`config.mk`:
```
export PLATFORM = sky130hd
export DESIGN_NAME = armleocpu_ptw_arbiter
export DESIGN_NICKNAME = d
export VERILOG_FILES = /design/src/rtl/armleocpu_ptw_arbiter.sv
export SDC_FILE = /design/constraint.sdc
export NUM_CORES = 1
export LEC_CHECK = 0
export BUFFER_PORTS_ARGS = -buffer_cell sky130_fd_sc_hd__buf_2
export CAP_MARGIN = 15
export CORE_ASPECT_RATIO = 2
export CORE_MARGIN = 2
export CORE_UTILIZATION = 38
export DETAILED_ROUTE_END_ITERATION = 6
export GPL_TIMING_DRIVEN = 0
export PLACE_DENSITY = 0.8
export SYNTH_ARGS = -nofsm -noshare
export SYNTH_HDL_FRONTEND = slang
export SYNTH_SLANG_ARGS = --single-unit
```
`constraint.sdc`:
```
create_clock -name clk -period 1.6 [get_ports clk]
set_clock_uncertainty 0.05 [all_clocks]
set_input_delay 0.08 -clock clk [delete_from_list [all_inputs] [get_ports clk]]
set_output_delay 0.08 -clock clk [all_outputs]
set_load 0.05 [all_outputs]
```
`src/rtl/armleocpu_ptw_arbiter.sv`:
```
// Two-requester arbiter in front of a single page table walker.
// Requester 0 is instruction fetch; requester 1 is load/store.
module armleocpu_ptw_arbiter #(
  parameter bit FIXED_PRIORITY = 1'b0
) (
  input  logic        clk,
  input  logic        async_rst_n,

  input  logic [1:0]  req_resolve_request,
  output logic [1:0]  req_resolve_ack,
  input  logic [19:0] req_virtual_address_0,
  input  logic [19:0] req_virtual_address_1,
  output logic [1:0]  req_resolve_done,
  output logic        req_resolve_pagefault,
  output logic        req_resolve_accessfault,
  output logic [7:0]  req_resolve_access_bits,
  output logic [21:0] req_resolve_physical_address,

  input  logic        flush,

  output logic        ptw_resolve_request,
  input  logic        ptw_resolve_ack,
  output logic [19:0] ptw_virtual_address,
  input  logic        ptw_resolve_done,
  input  logic        ptw_resolve_pagefault,
  input  logic        ptw_resolve_accessfault,
  input  logic [7:0]  ptw_resolve_access_bits,
  input  logic [21:0] ptw_resolve_physical_address
);

  // Handshakes: a requester holds req_resolve_request high until it sees its
  // one-cycle req_resolve_ack; ptw_resolve_request/ptw_virtual_address stay
  // stable until ptw_resolve_ack; req_resolve_done is a one-cycle pulse.
  typedef enum logic [1:0] {
    IDLE  = 2'd0,
    ISSUE = 2'd1,
    WAIT  = 2'd2
  } state_t;

  state_t      state, state_nxt;
  logic        owner, owner_nxt;
  logic        last_grant, last_grant_nxt;
  logic [19:0] vpn, vpn_nxt;
  logic        drop, drop_nxt;
  logic        winner;

  always_comb begin
    if (&req_resolve_request)
      winner = FIXED_PRIORITY ? 1'b1 : !last_grant;
    else
      winner = req_resolve_request[1];
  end

  always_ff @(posedge clk or negedge async_rst_n) begin
    if (!async_rst_n) begin
      state      <= IDLE;
      owner      <= 1'b0;
      last_grant <= 1'b1;
      vpn        <= 20'd0;
      drop       <= 1'b0;
    end else begin
      state      <= state_nxt;
      owner      <= owner_nxt;
      last_grant <= last_grant_nxt;
      vpn        <= vpn_nxt;
      drop       <= drop_nxt;
    end
  end

  always_comb begin
    state_nxt           = state;
    owner_nxt           = owner;
    last_grant_nxt      = last_grant;
    vpn_nxt             = vpn;
    drop_nxt            = drop;
    req_resolve_ack     = 2'b00;
    req_resolve_done    = 2'b00;
    ptw_resolve_request = 1'b0;
    case (state)
      IDLE: begin
        if ((|req_resolve_request) && !flush) begin
          req_resolve_ack[winner] = 1'b1;
          owner_nxt = winner;
          vpn_nxt   = winner ? req_virtual_address_1 : req_virtual_address_0;
          state_nxt = ISSUE;
        end
      end
      ISSUE: begin
        ptw_resolve_request = 1'b1;
        if (ptw_resolve_ack) begin
          state_nxt = WAIT;
          drop_nxt  = flush;
        end else if (flush) begin
          state_nxt = IDLE;
        end
      end
      WAIT: begin
        if (ptw_resolve_done) begin
          state_nxt      = IDLE;
          last_grant_nxt = owner;
          drop_nxt       = 1'b0;
          // A flushed walk still runs to completion; only its result is hidden.
          if (!drop && !flush)
            req_resolve_done[owner] = 1'b1;
        end else if (flush) begin
          drop_nxt = 1'b1;
        end
      end
      default: state_nxt = IDLE;
    endcase
  end

  assign ptw_virtual_address          = vpn;
  assign req_resolve_pagefault        = ptw_resolve_pagefault;
  assign req_resolve_accessfault      = ptw_resolve_accessfault;
  assign req_resolve_access_bits      = ptw_resolve_access_bits;
  assign req_resolve_physical_address = ptw_resolve_physical_address;

endmodule

```
Word-level counts from Yosys, hierarchy flattened:

Index checks and enable logic that the tools add are counted.

* equality and inequality tests: 7
* reduce and logical (&&, ||, !) cells: 15
* $lt $le $gt $ge: 4
* mux-type cells: 21

Operator list (number)
* two-way mux 20 bit: 1
* two-way mux 2 bit: 9
* two-way mux 1 bit: 7
* inequality test 2 bit, second input constant: 3
* inequality test 3 bit, second input constant: 2
* case mux 2 bit (3 select lines): 1
* AND reduction 2 bit: 3
* AND reduction 3 bit: 2
* logical AND 1 bit: 4
* < comparator 1 x 2 -> 1 bit, second input constant: 2
* logical NOT 1 bit: 3
* demux 1 bit (select 1 bit): 2
* equality test 2 x 1 -> 1 bit, second input constant: 1
* equality test 2 bit, second input constant: 1
* >= comparator 1 bit, second input constant: 2
* logical NOT 2 bit: 1
* case mux 1 bit (2 select lines): 1
* nonzero test 2 bit: 1
* OR reduction 2 bit: 1

* flip-flop bits (word level): 25
* output and inout port bits: 57

Longest topological paths before layout:

* depth after elaboration: 8
* depth in mapped cells: 5
* gate-level depth less buffers: 3

Least setup slack after synthesis:

No wires, ideal clock.

* kind: register to output
* from: register state[0]
* to: output port req_resolve_done[0]
* data arrival time: 2077 ps
* stages on the path, launching flop included: 3
* data required time: 1470 ps
* setup slack: -607 ps
* cells stage by stage: dfrtp_1 -> nand3b_1 -> nor4_1

* word-level cells in the longest chain between the ends: 2

Ends and longest elaborated chain
* start, declared: line 40 `state_t state, state_nxt;`
* start signal, assigned: line 62 `state <= state_nxt;`
* equality test 2 bit: line 79 `case (state)`
* two-way mux 2 bit: line 79
* end, declared: line 13 `output logic [1:0] req_resolve_done,`

Every way passes these cells.

Worst setup path in the final report:

* from: register state[1]
* to: output port req_resolve_ack[0]

* word-level cells in the longest chain between the ends: 2

Ends and longest elaborated chain
* logical NOT 2 bit: line 79
* two-way mux 2 bit: line 79
* end, declared: line 10 `output logic [1:0] req_resolve_ack,`

Every way passes these cells.

==> impl_results.md <==
* Status: finished with violations
* Failing checks: setup timing
* Yosys top cell area share at 0.384
* RSZ-0062 raised after global routing: yes
* Yosys reg bits at 25
* Period minus WS final at 1.77 ns
* I/O pin total at ~140
* Initial DRC count at 19
* Avg Cell Area, Syn at approximately 10 µm²
* Core box area at between 4000 and 5000 µm²
* Hold endpoint: ptw_virtual_address[5]
* Worst r2r src: state[1]
* Layout Cells excl Fill at 331
* Die Area at 4680 µm²
* Unique masters post-synth at 23
* Crit share post-route at 1.11
* Post-route DRC at 0
* Clk sink count at 25
* Post-DP HPWL at 3260 µm
* CTS tree: built
* Vias in the first global route at about 1500
* Commonest cells after routing, fill and taps aside: buf_2 (102), buf_4 (39), nand2_1 (24), dfrtp_1 (24), a221o_1 (20)
* Num rows at 33
* Worst-Skew Late Latency at around 0.26 ns
* Commonest non-fill, non-tap cell in the layout: buf_2
* Critical Path RT at between 1 and 1.5 ns
* FILL cells at about 380
* Hold Path Origin: req_virtual_address_1[5]
* Sequential area share after synthesis at 0.400
* Biggest area consumer among synthesized cells: dfrtp_1
* Initial Utilization at 0.387
* Die Wd at roughly 49 µm
* Hold Crit Class: in -> reg
* FF-to-FF setup slack at -0.10 ns
* Clock transition at path regs at 0.08 ns
* Dpl cells at 309
* Critical Path Start: state[1]
* Syn nets at 233
* Final hold violation count at 0
* Multi-input gate area at around 670 µm²
* Root Buffer: clkbuf_8
* Via count at 1598
* Drt wl/cell at about 13 µm
* Rel. slew slack at 0.626
* # nets final at approximately 360
* Fmax at ~560 MHz
* Worst r2r path cells at 7
* Least-Margin Pin Slew at approximately 0.56 ns
* Crit path arrival time at between 1.5 and 2 ns
* VDD IR max at 694 µV
* Port buffer count at slightly above 100
* Largest net degree at the start of global routing at 26
* Synth area leaders: dfrtp_1 (38%), buf_4 (15%), a221o_1 (13%), nor3_2 (13%), nand2_1 (5.8%)
* Routed WL at around 4400 µm
* Vias/cell at around 4.8
* Worst reg2reg path endpoint: ptw_virtual_address[10]
* Final core utilization at 0.610
* Critical-path maximum fanout at 10
* Total congestion overflow at 0
* Leakage at 1.25 nW
* Area growth syn-to-layout at 57.6%
* Post-synthesis cell area at between 1500 and 2000 µm²
* Final setup fails at 12
* PD cells at ~1400 nW/µm²
* DRT Pass-1 Iters at 4
* Clock Tree Buf Depth at 2
* Crit Path Class: reg -> out
* Ant diodes at 0
* First-pass GRT wire length at about 6700 µm
* Ys Warns at 0
* Max-Cap Viols at 0
* Storage cell area at between 600 and 700 µm²
* Share of post-route cells with drive strength above 1 at 0.645
* Gr usage total at 0.184
* Initial antenna violation count at 0
* Hold Path Stages at 2
* Post-DRT Antenna Nets at 0
* Final GP Congestion at 0.832
* H-tree depth at 1
* Cts bufs inserted at 3
* Critical path startpoint category: flip-flop
* Die height at roughly 95 µm
* Min Hold Slack at about 0.0064 ns
* Worst Setup Slack, final at -0.175 ns
* Max Slew Vio Count at 0
* Critical Path End Type: primary output
* Syn Inst Count at 154
-- critical path, cell delays in order, from the launching register on --
cell     delay (ns)
dfrtp_1        0.38
buf_6          0.14
or3_4          0.36
buf_12         0.14
nor3b_4        0.19
buf_6          0.18
-- synthesized netlist by cell type --
library cell / instances
nor2b_1: 2
buf_4: 32
clkbuf_1: 3
nand2_1: 24
nor3_1: 1
dfstp_2: 1
nor3_2: 20
nor3b_2: 1
dfrtp_1: 24
o211ai_1: 1
nor2_1: 1
a221o_1: 20
and3_1: 1
buf_6: 3
or3_4: 1
o41ai_1: 1
a21oi_1: 3
inv_1: 2
o21ai_0: 3
nand3b_1: 2
buf_2: 5
nor4_1: 2
o21ai_1: 1
-- worst max path at each step --
stage                               endpoint  cells past startpoint
after floorplan                        owner                      5
after global placement    req_resolve_ack[0]                      5
after detailed placement  req_resolve_ack[0]                      4
after CTS                 req_resolve_ack[0]                      5
after global routing      req_resolve_ack[0]                      4
final                     req_resolve_ack[0]                      5
-- per-layer routing --
layer | track usage | vias to the layer above | wire length [µm]
met4 | 0.0718 | 0 | 50
met5 | 0 | - | 0
met2 | 0.361 | 94 | 2470
met1 | 0.194 | 728 | 1520
met3 | 0.0190 | 4 | 354
li1 | - | 772 | -
-- flip-flops by register name, summed over array words and instances (netlist names) --
signal and flops:
drop 1, owner 1, ptw_virtual_address 20, state 2
last_grant 1
-- report_power, final --
group          internal, mW  switching, mW
clock                 0.177          0.178
combinational         0.648           1.45
sequential            0.890          0.154
total                  1.71           1.78
-- cell families (layout without fill, tap and decap cells) --
family / after synthesis / count (layout) / share of synthesized area
and+or+nand+nor: 55 / 55 / 0.236
AOI/OAI and AO/OA: 29 / 29 / 0.161
buffers and inverters: 45 / 170 / 0.203
DFF: 25 / 25 / 0.400
-- layout make-up --
class / instances / share of cell area
Buffer: 42 / 0.131
Multi-Input combinational cell: 84 / 0.271
Sequential cell: 25 / 0.254
Inverter: 2 / 0.00304
Clock buffer: 4 / 0.0183
Timing Repair Buffer: 122 / 0.296
Tap cell: 52 / 0.0264
-- repair_timing --
action	in CTS	in global routing
pin swaps	2	1
hold buffers	12	0
endpoints found under the hold margin	35	0
endpoints found under the setup margin	12	18
gates resized for setup	15	10
setup buffers	4	3
-- per-stage QoR --
step	setup TNS (ns)	area [µm²]	power, mW	setup slack, ns
4_1_cts	-0.380	2420	3.48	-0.196
3_5_place_dp	-0.181	2180	3.03	-0.0357
2_1_floorplan	-0.300	1600	2.56	-0.178
6_report	-0.910	2470	3.49	-0.175
5_1_grt	-1.82	2470	3.67	-0.250
3_3_place_gp	-0.109	2180	3.01	-0.0301
(Power assumes the default switching activity.)
